==> src/rtl/rtc_seg_pkg.sv <==
// Shared constants and helpers for the 7-segment display path
// (used by rtc_displaydriver and rtc_seg_scanner).
package rtc_seg_pkg;

    localparam int              SEG_W      = 8;
    localparam logic [SEG_W-1:0] SEG_ALL_ON = 8'hFF;
    localparam int              SEG_DP_BIT = 7;

    // Internal patterns are active-high; this maps them to pin polarity.
    function automatic logic [SEG_W-1:0] apply_polarity(input logic [SEG_W-1:0] val,
                                                        input bit               act_low);
        return act_low ? ~val : val;
    endfunction

endpackage

==> src/rtl/rtc_seg_scanner_if.sv <==
// Signal bundle between the digit-pattern source and the scan driver.
interface rtc_seg_scanner_if #(
    parameter int NUM_DIGITS = 6,
    parameter int BRIGHT_W   = 2
);
    import rtc_seg_pkg::*;

    localparam int SLOT_W = (NUM_DIGITS > 1) ? $clog2(NUM_DIGITS) : 1;

    // No handshake: inputs are levels sampled once per digit slot, outputs are registered pins.
    logic [SEG_W*NUM_DIGITS-1:0] i_seg_data;
    logic [NUM_DIGITS-1:0]       i_dp_mask;
    logic [NUM_DIGITS-1:0]       i_digit_en;
    logic [BRIGHT_W-1:0]         i_bright;
    logic                        i_lamp_test;
    logic [SEG_W-1:0]            o_segments;
    logic [NUM_DIGITS-1:0]       o_anodes;
    logic [SLOT_W-1:0]           o_slot;
    logic                        o_frame_strb;

    modport master (
        output i_seg_data, i_dp_mask, i_digit_en, i_bright, i_lamp_test,
        input  o_segments, o_anodes, o_slot, o_frame_strb
    );

    modport slave (
        input  i_seg_data, i_dp_mask, i_digit_en, i_bright, i_lamp_test,
        output o_segments, o_anodes, o_slot, o_frame_strb
    );

endinterface

==> src/rtl/rtc_scan_timer.sv <==
// Slot timer: cycle counter within a digit slot and digit index, with
// slot-start and frame-wrap strobes.
module rtc_scan_timer #(
    parameter int NUM_DIGITS = 6,
    parameter int SCAN_DIV   = 16,
    parameter int CNT_W      = 4,
    parameter int IDX_W      = 3
) (
    input  logic             i_sclk,
    input  logic             i_reset,
    output logic [CNT_W-1:0] o_cnt,
    output logic [IDX_W-1:0] o_idx,
    output logic             o_slot_start,
    output logic             o_frame_wrap
);

    logic [CNT_W-1:0] cnt_q, cnt_d;
    logic [IDX_W-1:0] idx_q, idx_d;
    logic             wrap_q, wrap_d;

    always_comb begin
        cnt_d  = cnt_q + CNT_W'(1);
        idx_d  = idx_q;
        wrap_d = 1'b0;
        if (cnt_q == CNT_W'(SCAN_DIV - 1)) begin
            cnt_d = '0;
            if (idx_q == IDX_W'(NUM_DIGITS - 1)) begin
                idx_d  = '0;
                wrap_d = 1'b1;
            end else begin
                idx_d = idx_q + IDX_W'(1);
            end
        end
    end

    always_ff @(posedge i_sclk) begin
        if (i_reset) begin
            cnt_q  <= '0;
            idx_q  <= '0;
            wrap_q <= 1'b0;
        end else begin
            cnt_q  <= cnt_d;
            idx_q  <= idx_d;
            wrap_q <= wrap_d;
        end
    end

    // wrap_q is high during cnt 0 of digit 0 only after a genuine wrap, never after reset.
    assign o_cnt        = cnt_q;
    assign o_idx        = idx_q;
    assign o_slot_start = (cnt_q == '0);
    assign o_frame_wrap = wrap_q;

endmodule

==> src/rtl/rtc_seg_scanner.sv <==
// Time-multiplexed N-digit 7-segment scan driver with per-digit enable, DP mask,
// anti-ghost blanking, PWM brightness, lamp test and selectable pin polarity.
module rtc_seg_scanner
    import rtc_seg_pkg::*;
#(
    parameter int NUM_DIGITS   = 6,
    parameter int SCAN_DIV     = 16,
    parameter int BLANK_CYCLES = 2,
    parameter int BRIGHT_W     = 2,
    parameter bit SEG_ACT_LOW  = 1'b1,
    parameter bit AN_ACT_LOW   = 1'b1
) (
    input  logic             i_sclk,
    input  logic             i_reset,
    rtc_seg_scanner_if.slave bus
);

    localparam int CNT_W  = (SCAN_DIV > 1) ? $clog2(SCAN_DIV) : 1;
    localparam int IDX_W  = (NUM_DIGITS > 1) ? $clog2(NUM_DIGITS) : 1;
    localparam int ON_W   = $clog2(SCAN_DIV + 1);
    localparam int ACTIVE = SCAN_DIV - BLANK_CYCLES;

    localparam logic [SEG_W-1:0]      SEG_IDLE = SEG_ACT_LOW ? SEG_ALL_ON : '0;
    localparam logic [NUM_DIGITS-1:0] AN_IDLE  = AN_ACT_LOW ? {NUM_DIGITS{1'b1}} : '0;

    logic [CNT_W-1:0]      cnt;
    logic [IDX_W-1:0]      idx;
    logic                  slot_start;
    logic                  frame_wrap;

    logic [SEG_W-1:0]      sel_pat;
    logic [SEG_W-1:0]      pat_q, pat_d;
    logic                  en_q, en_d;
    logic [ON_W-1:0]       on_len_q, on_len_d;
    logic                  lit;
    logic [NUM_DIGITS-1:0] an_raw;
    logic [NUM_DIGITS-1:0] an_q, an_d;
    logic [SEG_W-1:0]      seg_q, seg_d;
    logic [IDX_W-1:0]      slot_q, slot_d;
    logic                  strb_q, strb_d;

    rtc_scan_timer #(
        .NUM_DIGITS (NUM_DIGITS),
        .SCAN_DIV   (SCAN_DIV),
        .CNT_W      (CNT_W),
        .IDX_W      (IDX_W)
    ) u_timer (
        .i_sclk       (i_sclk),
        .i_reset      (i_reset),
        .o_cnt        (cnt),
        .o_idx        (idx),
        .o_slot_start (slot_start),
        .o_frame_wrap (frame_wrap)
    );

    // Slot inputs are captured during cnt 0; the blanking window hides the stale latch for that cycle.
    always_comb begin
        sel_pat             = bus.i_seg_data[int'(idx)*SEG_W +: SEG_W];
        sel_pat[SEG_DP_BIT] = sel_pat[SEG_DP_BIT] | bus.i_dp_mask[idx];
        pat_d               = pat_q;
        en_d                = en_q;
        on_len_d            = on_len_q;
        if (slot_start) begin
            pat_d    = bus.i_lamp_test ? SEG_ALL_ON : sel_pat;
            en_d     = bus.i_digit_en[idx];
            on_len_d = ON_W'((ACTIVE * (int'(bus.i_bright) + 1)) >> BRIGHT_W);
        end
    end

    always_comb begin
        lit    = en_q && (int'(cnt) >= BLANK_CYCLES)
                      && ((int'(cnt) - BLANK_CYCLES) < int'(on_len_q));
        an_raw = lit ? (NUM_DIGITS'(1) << idx) : '0;
        an_d   = AN_ACT_LOW ? ~an_raw : an_raw;
        seg_d  = apply_polarity(lit ? pat_q : '0, SEG_ACT_LOW);
        slot_d = idx;
        strb_d = frame_wrap;
    end

    always_ff @(posedge i_sclk) begin
        if (i_reset) begin
            pat_q    <= '0;
            en_q     <= 1'b0;
            on_len_q <= '0;
            an_q     <= AN_IDLE;
            seg_q    <= SEG_IDLE;
            slot_q   <= '0;
            strb_q   <= 1'b0;
        end else begin
            pat_q    <= pat_d;
            en_q     <= en_d;
            on_len_q <= on_len_d;
            an_q     <= an_d;
            seg_q    <= seg_d;
            slot_q   <= slot_d;
            strb_q   <= strb_d;
        end
    end

    assign bus.o_segments   = seg_q;
    assign bus.o_anodes     = an_q;
    assign bus.o_slot       = slot_q;
    assign bus.o_frame_strb = strb_q;

endmodule

==> src/flat_wrapper.sv <==
// flat-port wrapper written by rule: the top's interface ports become plain ports
module rtc_seg_scanner_flat import rtc_seg_pkg::*;
#(
    parameter int NUM_DIGITS   = 6,
    parameter int SCAN_DIV     = 16,
    parameter int BLANK_CYCLES = 2,
    parameter int BRIGHT_W     = 2,
    parameter bit SEG_ACT_LOW  = 1'b1,
    parameter bit AN_ACT_LOW   = 1'b1
)
  (i_sclk, i_reset, bus_i_seg_data, bus_i_dp_mask, bus_i_digit_en, bus_i_bright, bus_i_lamp_test, bus_o_segments, bus_o_anodes, bus_o_slot, bus_o_frame_strb);
  rtc_seg_scanner_if #(.NUM_DIGITS(NUM_DIGITS), .BRIGHT_W(BRIGHT_W)) bus_i ();
  input  logic i_sclk;
  input  logic i_reset;
  input wire logic [$bits(bus_i.i_seg_data)-1:0] bus_i_seg_data;
  input wire logic [$bits(bus_i.i_dp_mask)-1:0] bus_i_dp_mask;
  input wire logic [$bits(bus_i.i_digit_en)-1:0] bus_i_digit_en;
  input wire logic [$bits(bus_i.i_bright)-1:0] bus_i_bright;
  input wire logic [$bits(bus_i.i_lamp_test)-1:0] bus_i_lamp_test;
  output wire logic [$bits(bus_i.o_segments)-1:0] bus_o_segments;
  output wire logic [$bits(bus_i.o_anodes)-1:0] bus_o_anodes;
  output wire logic [$bits(bus_i.o_slot)-1:0] bus_o_slot;
  output wire logic [$bits(bus_i.o_frame_strb)-1:0] bus_o_frame_strb;
  assign bus_i.i_seg_data = bus_i_seg_data;
  assign bus_i.i_dp_mask = bus_i_dp_mask;
  assign bus_i.i_digit_en = bus_i_digit_en;
  assign bus_i.i_bright = bus_i_bright;
  assign bus_i.i_lamp_test = bus_i_lamp_test;
  assign bus_o_segments = bus_i.o_segments;
  assign bus_o_anodes = bus_i.o_anodes;
  assign bus_o_slot = bus_i.o_slot;
  assign bus_o_frame_strb = bus_i.o_frame_strb;
  rtc_seg_scanner #(.NUM_DIGITS(NUM_DIGITS), .SCAN_DIV(SCAN_DIV), .BLANK_CYCLES(BLANK_CYCLES), .BRIGHT_W(BRIGHT_W), .SEG_ACT_LOW(SEG_ACT_LOW), .AN_ACT_LOW(AN_ACT_LOW)) u_core (.i_sclk(i_sclk), .i_reset(i_reset), .bus(bus_i));
endmodule
==> config.mk <==
export PLATFORM = sky130hd
export DESIGN_NAME = rtc_seg_scanner_flat
export DESIGN_NICKNAME = d
export VERILOG_FILES = /design/src/rtl/rtc_seg_pkg.sv /design/src/rtl/rtc_seg_scanner_if.sv /design/src/rtl/rtc_scan_timer.sv /design/src/rtl/rtc_seg_scanner.sv /design/src/flat_wrapper.sv
export SDC_FILE = /design/constraint.sdc
export NUM_CORES = 1
export LEC_CHECK = 0
export CAP_MARGIN = 15
export CORE_MARGIN = 5
export CORE_UTILIZATION = 24
export DETAILED_ROUTE_END_ITERATION = 10
export SYNTH_ARGS = -nofsm -noshare
export SYNTH_HDL_FRONTEND = slang
export SYNTH_HIERARCHICAL = 1
export SYNTH_SLANG_ARGS = --single-unit
==> constraint.sdc <==
create_clock -name i_sclk -period 2.5 [get_ports i_sclk]
set_input_delay 0.375 -clock i_sclk [delete_from_list [all_inputs] [get_ports i_sclk]]
set_output_delay 0.375 -clock i_sclk [all_outputs]
set_load 0.03 [all_outputs]
==> metrics.txt, run 1 <==
LEAKAGE 1.17 nW; Slowest Stage Delay on Critical Path a little over 0.5 ns; RSZ-0062 raised after global routing false; Mean Syn Cell Area 9.93 um2; Hold Fails Final Rpt 0; final setup vio count 0; crit path capture type flop; count of cells resized by post-cts repair 0; Synth area leaders dfxtp_1, mux4_2, ha_1, o211ai_1, mux2_2; router iterations before antenna repair 4; Post-synth top cells dfxtp_1, nor2_1, inv_1; GPL Wtd Cong 0.757; DRC viols 0; Slew @ Worst Pin 0.909 ns; Clk pin slew, worst setup/hold paths approximately 0.08 ns; Gate Count Post-Synth approximately 220; critical path type reg -> reg; register area share after synthesis 36.5%; largest net degree at the start of global routing 26; Reg-to-Reg Start u_core/u_timer/o_cnt[2]$_SDFF_PP0_; post-DR vias/cell 4.62; H-tree depth 2; DRT antenna net count 0; Chip Height 106 um; CP Launch Point u_core/u_timer/o_cnt[2]$_SDFF_PP0_; CTS max path bufs 2; dominant cell by count in the synthesized netlist dfxtp_1; clock latency at the later pin of the worst-skew pair 0.29 ns; Syn Std Cell Area 2190 um2; CTS Buf Count 5; CP Depth 8; hold_buf cts 0; DPL Wire Length 4460 um; Fmax 445 MHz; P per Cell Area about 460 nW/um2; CTS tree yes; clock root cell clkbuf_8; MaxCap Viol Count 0; share of layout cells above drive strength 1 12.0%; number of flops mapped to enable cells by yosys 0; ys async rst share 0%; first-pass GRT wire length 9350 um; Register-to-Register Setup Slack 0.25 ns; Max VDD drop just over 0.2 mV; final wirelength 5620 um; Worst path top cell family by delay compound AO/OA/AOI/OAI gates; final core occ a little over a third; initial drt markers 66; Initial Util 24.9%; nets@finish 377; cells on worst reg2reg path 8; worst hold path class reg -> reg; vias post-DR 1881; worst-path cell chain inv_1, ha_1, ha_1, inv_1, ha_1, o21ai_0, a211o_1, o211ai_1; Core Rows 34; critical path peak fanout 14; status finished clean; Die X 106 um; min Tclk post-route 2.25 ns; Yosys reg bits 40; Tcrit/Tclk final 89.9%; die area 11200 um2; CP dominant cell by count ha_1; hold path cells 1; ant diodes 0; Worst Path Required 2.69 ns; Synth cell types 43; Clock Skews 0.00878 ns; grt ovf 0; total track usage 10.3%; Port Buffers 82; initial antenna violation count 0; synthesis-to-finish area growth 45.2%; critical path launch point type flop; vias in the first global route 1937; Buffers & Inverters on Critical Path 2; Synth top area share 36.5%; synthesis warning total 6; Worst Path Arrival 2.44 ns; post-synth top area cell dfxtp_1; Total Neg Setup Slack 0 ns; routed wirelength normalized by instance count 13.8 um; Setup Buffers After CTS 0; Final Max Slew Viols 0; Reg-to-Reg End u_core/bus.o_segments[3]$_SDFF_PP1_; I/O Pins 83; Slew HR 39.3%; Post-Syn Nets between 200 and 300; Worst setup endpoint u_core/bus.o_segments[3]$_SDFF_PP1_; CTS sink count 40; slowest CP cell dfxtp_1; top_reg_cell synth dfxtp_1; Placeable Area 8810 um2
-- stage by stage --
step / total power, W / instance area [um2] / setup slack [ns] / hold slack (ns) / std cells
2_1_floorplan: 0.000914 / 2190 / 0.449 / 0.414 / 221
3_5_place_dp: 0.00107 / 3110 / 0.254 / 0.434 / 400
6_report: 0.00145 / 3190 / 0.252 / 0.461 / 407
5_1_grt: 0.00155 / 3190 / 0.0401 / 0.484 / 407
3_3_place_gp: 0.00106 / 3110 / 0.386 / 0.450 / 400
4_1_cts: 0.00147 / 3190 / 0.234 / 0.462 / 407
-- worst register-to-register path: stages, from the launching register on --
cell      delay (ns)
dfxtp_1         0.51
inv_1           0.08
ha_1            0.20
ha_1            0.27
inv_1           0.04
ha_1            0.26
o21ai_0         0.07
a211o_1         0.47
o211ai_1        0.27
-- per-layer routing --
layer	global-route usage (%)	share of wire (%)	wire, um	vias to the layer above
met5	0	0	0	-
met4	2.59	0.78	44	0
met3	2.81	4.7	266	4
met2	16.8	47	2660	47
met1	13.6	47	2650	871
li1	-	-	-	959
-- state kept, by name (all words and copies together), names as in the netlist --
signal	count
u_core/u_timer/o_frame_wrap	1
u_core/bus.o_frame_strb	1
u_core/pat_q	8
u_core/bus.o_anodes	6
u_core/on_len_q	5
u_core/u_timer/o_cnt	4
u_core/bus.o_segments	8
u_core/en_q	1
u_core/u_timer/o_idx	3
u_core/bus.o_slot	3
-- how the worst min path moves through the flow --
stage,startpoint,to,slack (ns)
floorplan,u_core/u_timer/o_frame_wrap$_SDFF_PP0_,u_core/bus.o_frame_strb$_SDFF_PP0_,0.41
global placement,u_core/u_timer/o_frame_wrap$_SDFF_PP0_,u_core/bus.o_frame_strb$_SDFF_PP0_,0.45
detailed placement,u_core/u_timer/o_frame_wrap$_SDFF_PP0_,u_core/bus.o_frame_strb$_SDFF_PP0_,0.43
CTS,u_core/u_timer/o_frame_wrap$_SDFF_PP0_,u_core/bus.o_frame_strb$_SDFF_PP0_,0.46
global route,u_core/u_timer/o_frame_wrap$_SDFF_PP0_,u_core/bus.o_frame_strb$_SDFF_PP0_,0.48
finish,u_core/u_timer/o_frame_wrap$_SDFF_PP0_,u_core/bus.o_frame_strb$_SDFF_PP0_,0.46
-- cell families (layout without fill, tap and decap cells) --
group | after synthesis | count (layout) | share of synthesized area, %
fa+ha+maj | 13 | 13 | 7.41
mux | 19 | 19 | 13.7
xor+xnor | 6 | 6 | 2.39
simple gates | 63 | 63 | 16.2
buf+inv | 33 | 111 | 7.07
compound gates | 47 | 47 | 16.7
flops | 40 | 40 | 36.5
-- where the power goes --
group	switching, W	internal, W
registers	0.0000283	0.000675
clock network	0.000212	0.000189
logic	0.000151	0.000198
-- layout make-up --
class                   instances  area (um2)
flip-flops and latches         40         801
inverters                      16        60.1
clock inverters                 2        12.5
fillers                       891        5620
multi-input cells             148        1240
repair buffers                 88         866
clock buffers                   5        68.8
well taps                     108         135
-- cells in the final DEF (no fill, tap or decap), types with 2 or more instances in the layout --
| master | synthesis | final |
|---|---|---|
| a211oi_1 | 3 | 3 |
| a21oi_1 | 9 | 9 |
| a311oi_1 | 9 | 9 |
| and2_1 | 8 | 8 |
| buf_4 | 1 | 6 |
| clkbuf_8 | 0 | 5 |
| clkdlybuf4s50_1 | 0 | 82 |
| dfxtp_1 | 40 | 40 |
| ha_1 | 13 | 13 |
| inv_1 | 15 | 15 |
| mux2_2 | 8 | 8 |
| mux2i_1 | 3 | 3 |
| mux4_2 | 8 | 8 |
| nand2_1 | 10 | 10 |
| nand2b_1 | 2 | 2 |
| nor2_1 | 17 | 17 |
| nor2b_1 | 5 | 5 |
| nor3_1 | 5 | 5 |
| nor3b_1 | 5 | 4 |
| nor4_1 | 2 | 2 |
| nor4b_1 | 3 | 3 |
| nor4bb_1 | 2 | 2 |
| o211ai_1 | 13 | 13 |
| o21ai_0 | 2 | 2 |
| xnor2_1 | 5 | 5 |
No activity file was read; power rests on OpenSTA's default activity.
==> inputs of run 2 (changes only) <==
--- a/config.mk
+++ b/config.mk
@@ -6,7 +6,7 @@
 export NUM_CORES = 1
 export LEC_CHECK = 0
 export CAP_MARGIN = 15
-export CORE_MARGIN = 5
+export CORE_MARGIN = 4
 export CORE_UTILIZATION = 24
 export DETAILED_ROUTE_END_ITERATION = 10
 export SYNTH_ARGS = -nofsm -noshare
==> run 2 against run 1 <==
Net effect:
- worst hold slack got worse by 0.0019 ns
- setup slack improved by 0.021 ns
- critical path type unchanged
- fmax up 0.95%
- final cell count did not move
- sequential cell count is the same
- clock power is 31% higher
- first-iteration DRC count grew 20%
==> metrics.txt, run 2 (same netlist as run 1, synthesis figures left out) <==
status finished clean; Initial Util 24.9% (unchanged); Clock Skews 0.00477 ns (-0.00401 ns); Worst Path Required 2.71 ns (+0.02 ns); Layout fillers 878 (-1.5%); most common cell after layout, fill and taps aside clkdlybuf4s50_1; Setup Buffers After CTS 0 (unchanged); vias post-DR 1897 (+0.85%); critical path peak fanout 14 (unchanged); Tcrit/Tclk final 89.1% (-0.85 points); routed wirelength normalized by instance count 13.9 um (+0.84%); DRC viols 0 (unchanged); Slew HR 45.5% (+6.2 points); GPL Wtd Cong 0.720 (-4.8%); slowest CP cell dfxtp_1; first-pass GRT wire length 9020 um (-3.5%); CTS max path bufs 2 (unchanged); initial drt markers 79 (+20%); Total Neg Setup Slack 0 ns (unchanged); Clk pin slew, worst setup/hold paths 0.08 ns (about the same); Final Max Slew Viols 0 (unchanged); synthesis-to-finish area growth 46.2%; DRT antenna net count 0 (unchanged); final setup vio count 0 (unchanged); register area 801 um2 (unchanged); min Tclk post-route 2.23 ns (-0.0212 ns); Placeable Area 8810 um2 (unchanged); P per Cell Area 492 nW/um2 (+7.8%); hold path cells 1 (unchanged); clock root cell clkbuf_8; clock latency at the later pin of the worst-skew pair 0.29 ns (about the same); total power 0.00158 W (+8.6%); Register-to-Register Setup Slack 0.27 ns (+0.02 ns); DPL Wire Length 4460 um (about the same); nets@finish 376 (-0.27%); router iterations before antenna repair 4 (unchanged); initial antenna violation count 0 (unchanged); post-DR vias/cell 4.66 (+0.85%); Die X 104 um (-1.9%); CTS tree yes; worst-path cell chain inv_1, ha_1, ha_1, inv_1, ha_1, o21ai_0, a211o_1, o211ai_1; H-tree depth 2 (unchanged); Final Cell Area 3210 um2 (+0.71%); MaxCap Viol Count 0 (unchanged); count of cells resized by post-cts repair 0 (unchanged); worst hold path class reg -> reg; CP dominant cell by count ha_1; Fmax 449 MHz (+0.95%); RSZ-0062 raised after global routing false; vias in the first global route 1868 (-3.6%); most frequent cells in the layout clkdlybuf4s50_1, dfxtp_1, nor2_1; crit path capture type flop; Slowest Stage Delay on Critical Path 0.52 ns (about the same); ant diodes 0 (unchanged); Chip Height 104 um (-1.9%); LEAKAGE 1.18 nW (+0.80%); cells on worst reg2reg path 8 (unchanged); Hold Fails Final Rpt 0 (unchanged); I/O Pins 83 (unchanged); CTS Buf Count 5 (unchanged); hold_buf cts 0 (unchanged); Slew @ Worst Pin 0.816 ns (-0.0929 ns); critical path type reg -> reg; final wirelength 5670 um (+0.84%); footprint of the multi-input gates 1240 um2 (unchanged); die area 10700 um2 (-3.8%); critical path launch point type flop; Port Buffers 82 (unchanged); grt ovf 0 (unchanged); CTS sink count 40 (unchanged); Max VDD drop 0.288 mV (+42%); share of layout cells above drive strength 1 12.0% (unchanged); placed cell areas 3100 um2 (-0.24%); Core Rows 34 (unchanged); largest net degree at the start of global routing 27 (+3.8%); Worst Path Arrival 2.43 ns (about the same); total track usage 10.3% (about the same)
-- run 2: layout make-up --
type / instances / area share (%)
Clock buffer: 5 / 2.14
Clock inverter: 3 / 1.33
Inverter: 16 / 1.87
Multi-Input combinational cell: 148 / 38.8
Sequential cell: 40 / 25.0
Tap cell: 108 / 4.21
Timing Repair Buffer: 87 / 26.7
-- run 2: final timing paths --
kind / to / start
worst max-delay path: u_core/bus.o_anodes[4]$_SDFF_PP1_ / u_core/u_timer/o_cnt[2]$_SDFF_PP0_
worst min-delay path: u_core/bus.o_frame_strb$_SDFF_PP0_ / u_core/u_timer/o_frame_wrap$_SDFF_PP0_
worst max register to register: u_core/bus.o_anodes[4]$_SDFF_PP1_ / u_core/u_timer/o_cnt[2]$_SDFF_PP0_
worst min register to register: u_core/bus.o_frame_strb$_SDFF_PP0_ / u_core/u_timer/o_frame_wrap$_SDFF_PP0_
-- run 2: through the flow --
stage / utilization [%] / worst slack [ns] / hold slack [ns] / cells
2_1_floorplan: - / 0.449 / 0.414 / 221
3_3_place_gp: 35.2 / 0.366 / 0.436 / 399
3_5_place_dp: 35.2 / 0.307 / 0.446 / 399
4_1_cts: 36.4 / 0.291 / 0.461 / 407
5_1_grt: 36.4 / 0.142 / 0.476 / 407
6_report: 36.4 / 0.274 / 0.459 / 407
-- run 2: critical path: cells and delay by family, from the launching register on --
family	cells	cell delay, ns
adders and majority gates	3	0.71
buffers and inverters	2	0.12
AOI/OAI and AO/OA	3	0.79
DFF	1	0.52
-- run 2: routing by layer --
layer | GRT usage [%] | routed length, um | up-vias
li1 | - | - | 955
met5 | 0 | 0 | -
met4 | 2.37 | 44 | 0
met2 | 17.6 | 2830 | 54
met3 | 3.98 | 379 | 4
met1 | 12.3 | 2410 | 884
-- run 2: power breakdown --
group	switching (W)	internal (W)	total [W]	leakage, nW
sequential	0.0000296	0.000675	0.000705	0.327
clock	0.000229	0.000295	0.000525	0.0541
combinational	0.000153	0.000195	0.000348	0.800
==> inputs of run 3 (changes only) <==
--- a/config.mk
+++ b/config.mk
@@ -6,7 +6,6 @@
 export NUM_CORES = 1
 export LEC_CHECK = 0
 export CAP_MARGIN = 15
-export CORE_MARGIN = 4
 export CORE_UTILIZATION = 24
 export DETAILED_ROUTE_END_ITERATION = 10
 export SYNTH_ARGS = -nofsm -noshare
==> run 3 against run 2 <==
Net effect:
- routed wire length decreased by 7.8%
- sequential share of layout area decreased by 0.25 points
- the run now ends with design-rule violations left
- sequential cell count unchanged
- clock power increased by 16%
- largest power group unchanged
- final cell count increased by 0.25%
- clock-buffer cell count unchanged
- critical path type unchanged
- clock skew increased by 0.0056 ns
==> metrics.txt, run 3 (same netlist as run 1, synthesis figures left out) <==
sequential power share 42.5% (-2.2 points); CTS Buf Count 5 (unchanged); Worst Path Arrival 2.41 ns (-0.02 ns); LEAKAGE 1.20 nW (+1.7%); Setup WS pre-CTS 0.321 ns (+0.0145 ns); share of layout cells above drive strength 1 12.3% (+0.29 points); Reg-to-Reg Start u_core/u_timer/o_cnt[2]$_SDFF_PP0_; P per Cell Area 512 nW/um2 (+4.1%); Slowest Stage Delay on Critical Path 0.52 ns (about the same); Setup Buffers After CTS 0 (unchanged); most frequent cells in the layout clkdlybuf4s50_1, dfxtp_1, nor2_1; most common cell after layout, fill and taps aside clkdlybuf4s50_1; CTS sink count 40 (unchanged); post-DR vias/cell 4.58 (-1.7%); Total Neg Setup Slack 0 ns (unchanged); critical path type reg -> reg; CP dominant cell by count ha_1; DPL Wire Length 4170 um (-6.4%); nets@finish 378 (+0.53%); Worst path top cell family by delay compound AO/OA/AOI/OAI gates; DRT antenna net count 0 (unchanged); Buffers & Inverters on Critical Path 2 (unchanged); grt ovf 0 (unchanged); I/O Pins 83 (unchanged); worst-path cell chain inv_1, ha_1, ha_1, inv_1, ha_1, o21ai_0, a211o_1, o211ai_1; Final Cell Area 3240 um2 (+1.0%); CTS tree yes; Port Buffers 82 (unchanged); Core Rows 34 (unchanged); H-tree depth 2 (unchanged); critical path peak fanout 14 (unchanged); CTS max path bufs 2 (unchanged); routed wirelength normalized by instance count 12.8 um (-8.0%); initial drt markers 69 (-13%); DRC viols 5 (+5); Layout fillers 872 (-0.68%); crit path capture type flop; failing checks design-rule violations; count of cells resized by post-cts repair 0 (unchanged); Die X 97.6 um (-5.8%); vias in the first global route 1825 (-2.3%); final std cells w/o fill 408 (+0.25%); Comb pwr share 20.9% (-1.2 points); Sw Pwr 0.000393 W (-4.6%); Clk pin slew, worst setup/hold paths 0.08 ns (about the same); final wirelength 5220 um (-7.8%); die area 9530 um2 (-11%); initial antenna violation count 0 (unchanged); setup ws final 0.294 ns (+0.0201 ns); Worst Path Required 2.70 ns (about the same); status finished with violations; vias post-DR 1869 (-1.5%); MaxCap Viol Count 0 (unchanged); first-pass GRT wire length 8570 um (-5.0%); Placed Cells 401 (+0.50%); worst hold path class reg -> reg; Fmax 453 MHz (+0.91%); placed cell areas 3110 um2 (+0.48%); RSZ-0062 raised after global routing false; clock root cell clkbuf_8; internal power component 0.00127 W (+8.6%); final setup vio count 0 (unchanged); Slew HR 43.5% (-2.0 points); switching part of the total 23.7% (-2.4 points); clock latency at the later pin of the worst-skew pair 0.29 ns (about the same); synthesis-to-finish area growth 47.7%; Final Max Slew Viols 0 (unchanged); CP Launch Point u_core/u_timer/o_cnt[2]$_SDFF_PP0_; Max VDD drop 0.284 mV (-1.3%); Hold Fails Final Rpt 0 (unchanged); Slew @ Worst Pin 0.846 ns (+0.0295 ns); hold_buf cts 0 (unchanged); Clock Skews 0.0103 ns (+0.00555 ns); Clk network pwr share 36.6% (+3.3 points); Tcrit/Tclk final 88.3% (-0.81 points); total track usage 11.4% (+1.1 points); critical path launch point type flop; Placeable Area 8810 um2 (unchanged); min Tclk post-route 2.21 ns (-0.0201 ns); Chip Height 97.6 um (-5.8%); Initial Util 24.9% (unchanged); min-delay src u_core/u_timer/o_frame_wrap$_SDFF_PP0_; total power 0.00166 W (+5.1%); slowest CP cell dfxtp_1; ant diodes 0 (unchanged); GPL Wtd Cong 0.747 (+3.7%); router iterations before antenna repair 9 (+5); largest net degree at the start of global routing 24 (-11%)
[run 3: changes by cell type in the layout (fill, tap and decap cells not counted)]
cell,before,now
clkinv_2,1,0
buf_4,5,7
clkinvlp_4,1,0
bufinv_16,1,2
[run 3: final cells by class]
class | instances | area (um2) | area share [%]
Inverter | 16 | 60.1 | 1.85
Clock inverter | 2 | 60.1 | 1.85
Tap cell | 108 | 135 | 4.17
Multi-Input combinational cell | 148 | 1240 | 38.4
Timing Repair Buffer | 89 | 873 | 26.9
Sequential cell | 40 | 801 | 24.7
Clock buffer | 5 | 68.8 | 2.12
[run 3: final timing paths]
path,to,slack (ns),depth (start not counted)
hold / removal,u_core/bus.o_frame_strb$_SDFF_PP0_,0.46,1
setup reg to reg,u_core/bus.o_segments[7]$_SDFF_PP1_,0.29,8
setup / recovery,u_core/bus.o_segments[7]$_SDFF_PP1_,0.29,8
hold reg to reg,u_core/bus.o_frame_strb$_SDFF_PP0_,0.46,1
[run 3: power groups by stage]
stage / registers, W / logic [W] / clock network, W
4_1_cts: 0.000705 / 0.000350 / 0.000623
2_1_floorplan: 0.000714 / 0.000200 / 0
6_report: 0.000704 / 0.000347 / 0.000608
3_3_place_gp: 0.000718 / 0.000345 / 0
3_5_place_dp: 0.000720 / 0.000347 / 0
5_1_grt: 0.000710 / 0.000387 / 0.000650
[run 3: per-stage QoR]
stage | hold WS, ns | util (%)
2_1_floorplan | 0.414 | -
3_3_place_gp | 0.451 | 35.4
3_5_place_dp | 0.432 | 35.4
4_1_cts | 0.462 | 36.8
5_1_grt | 0.491 | 36.8
6_report | 0.460 | 36.8
[run 3: per-layer routing]
layer  share of wire, %  global-route usage (%)
met1                 45                    14.3
met2                 48                    18.9
met3                5.7                    3.38
met4               0.98                    3.50
met5                  0                       0
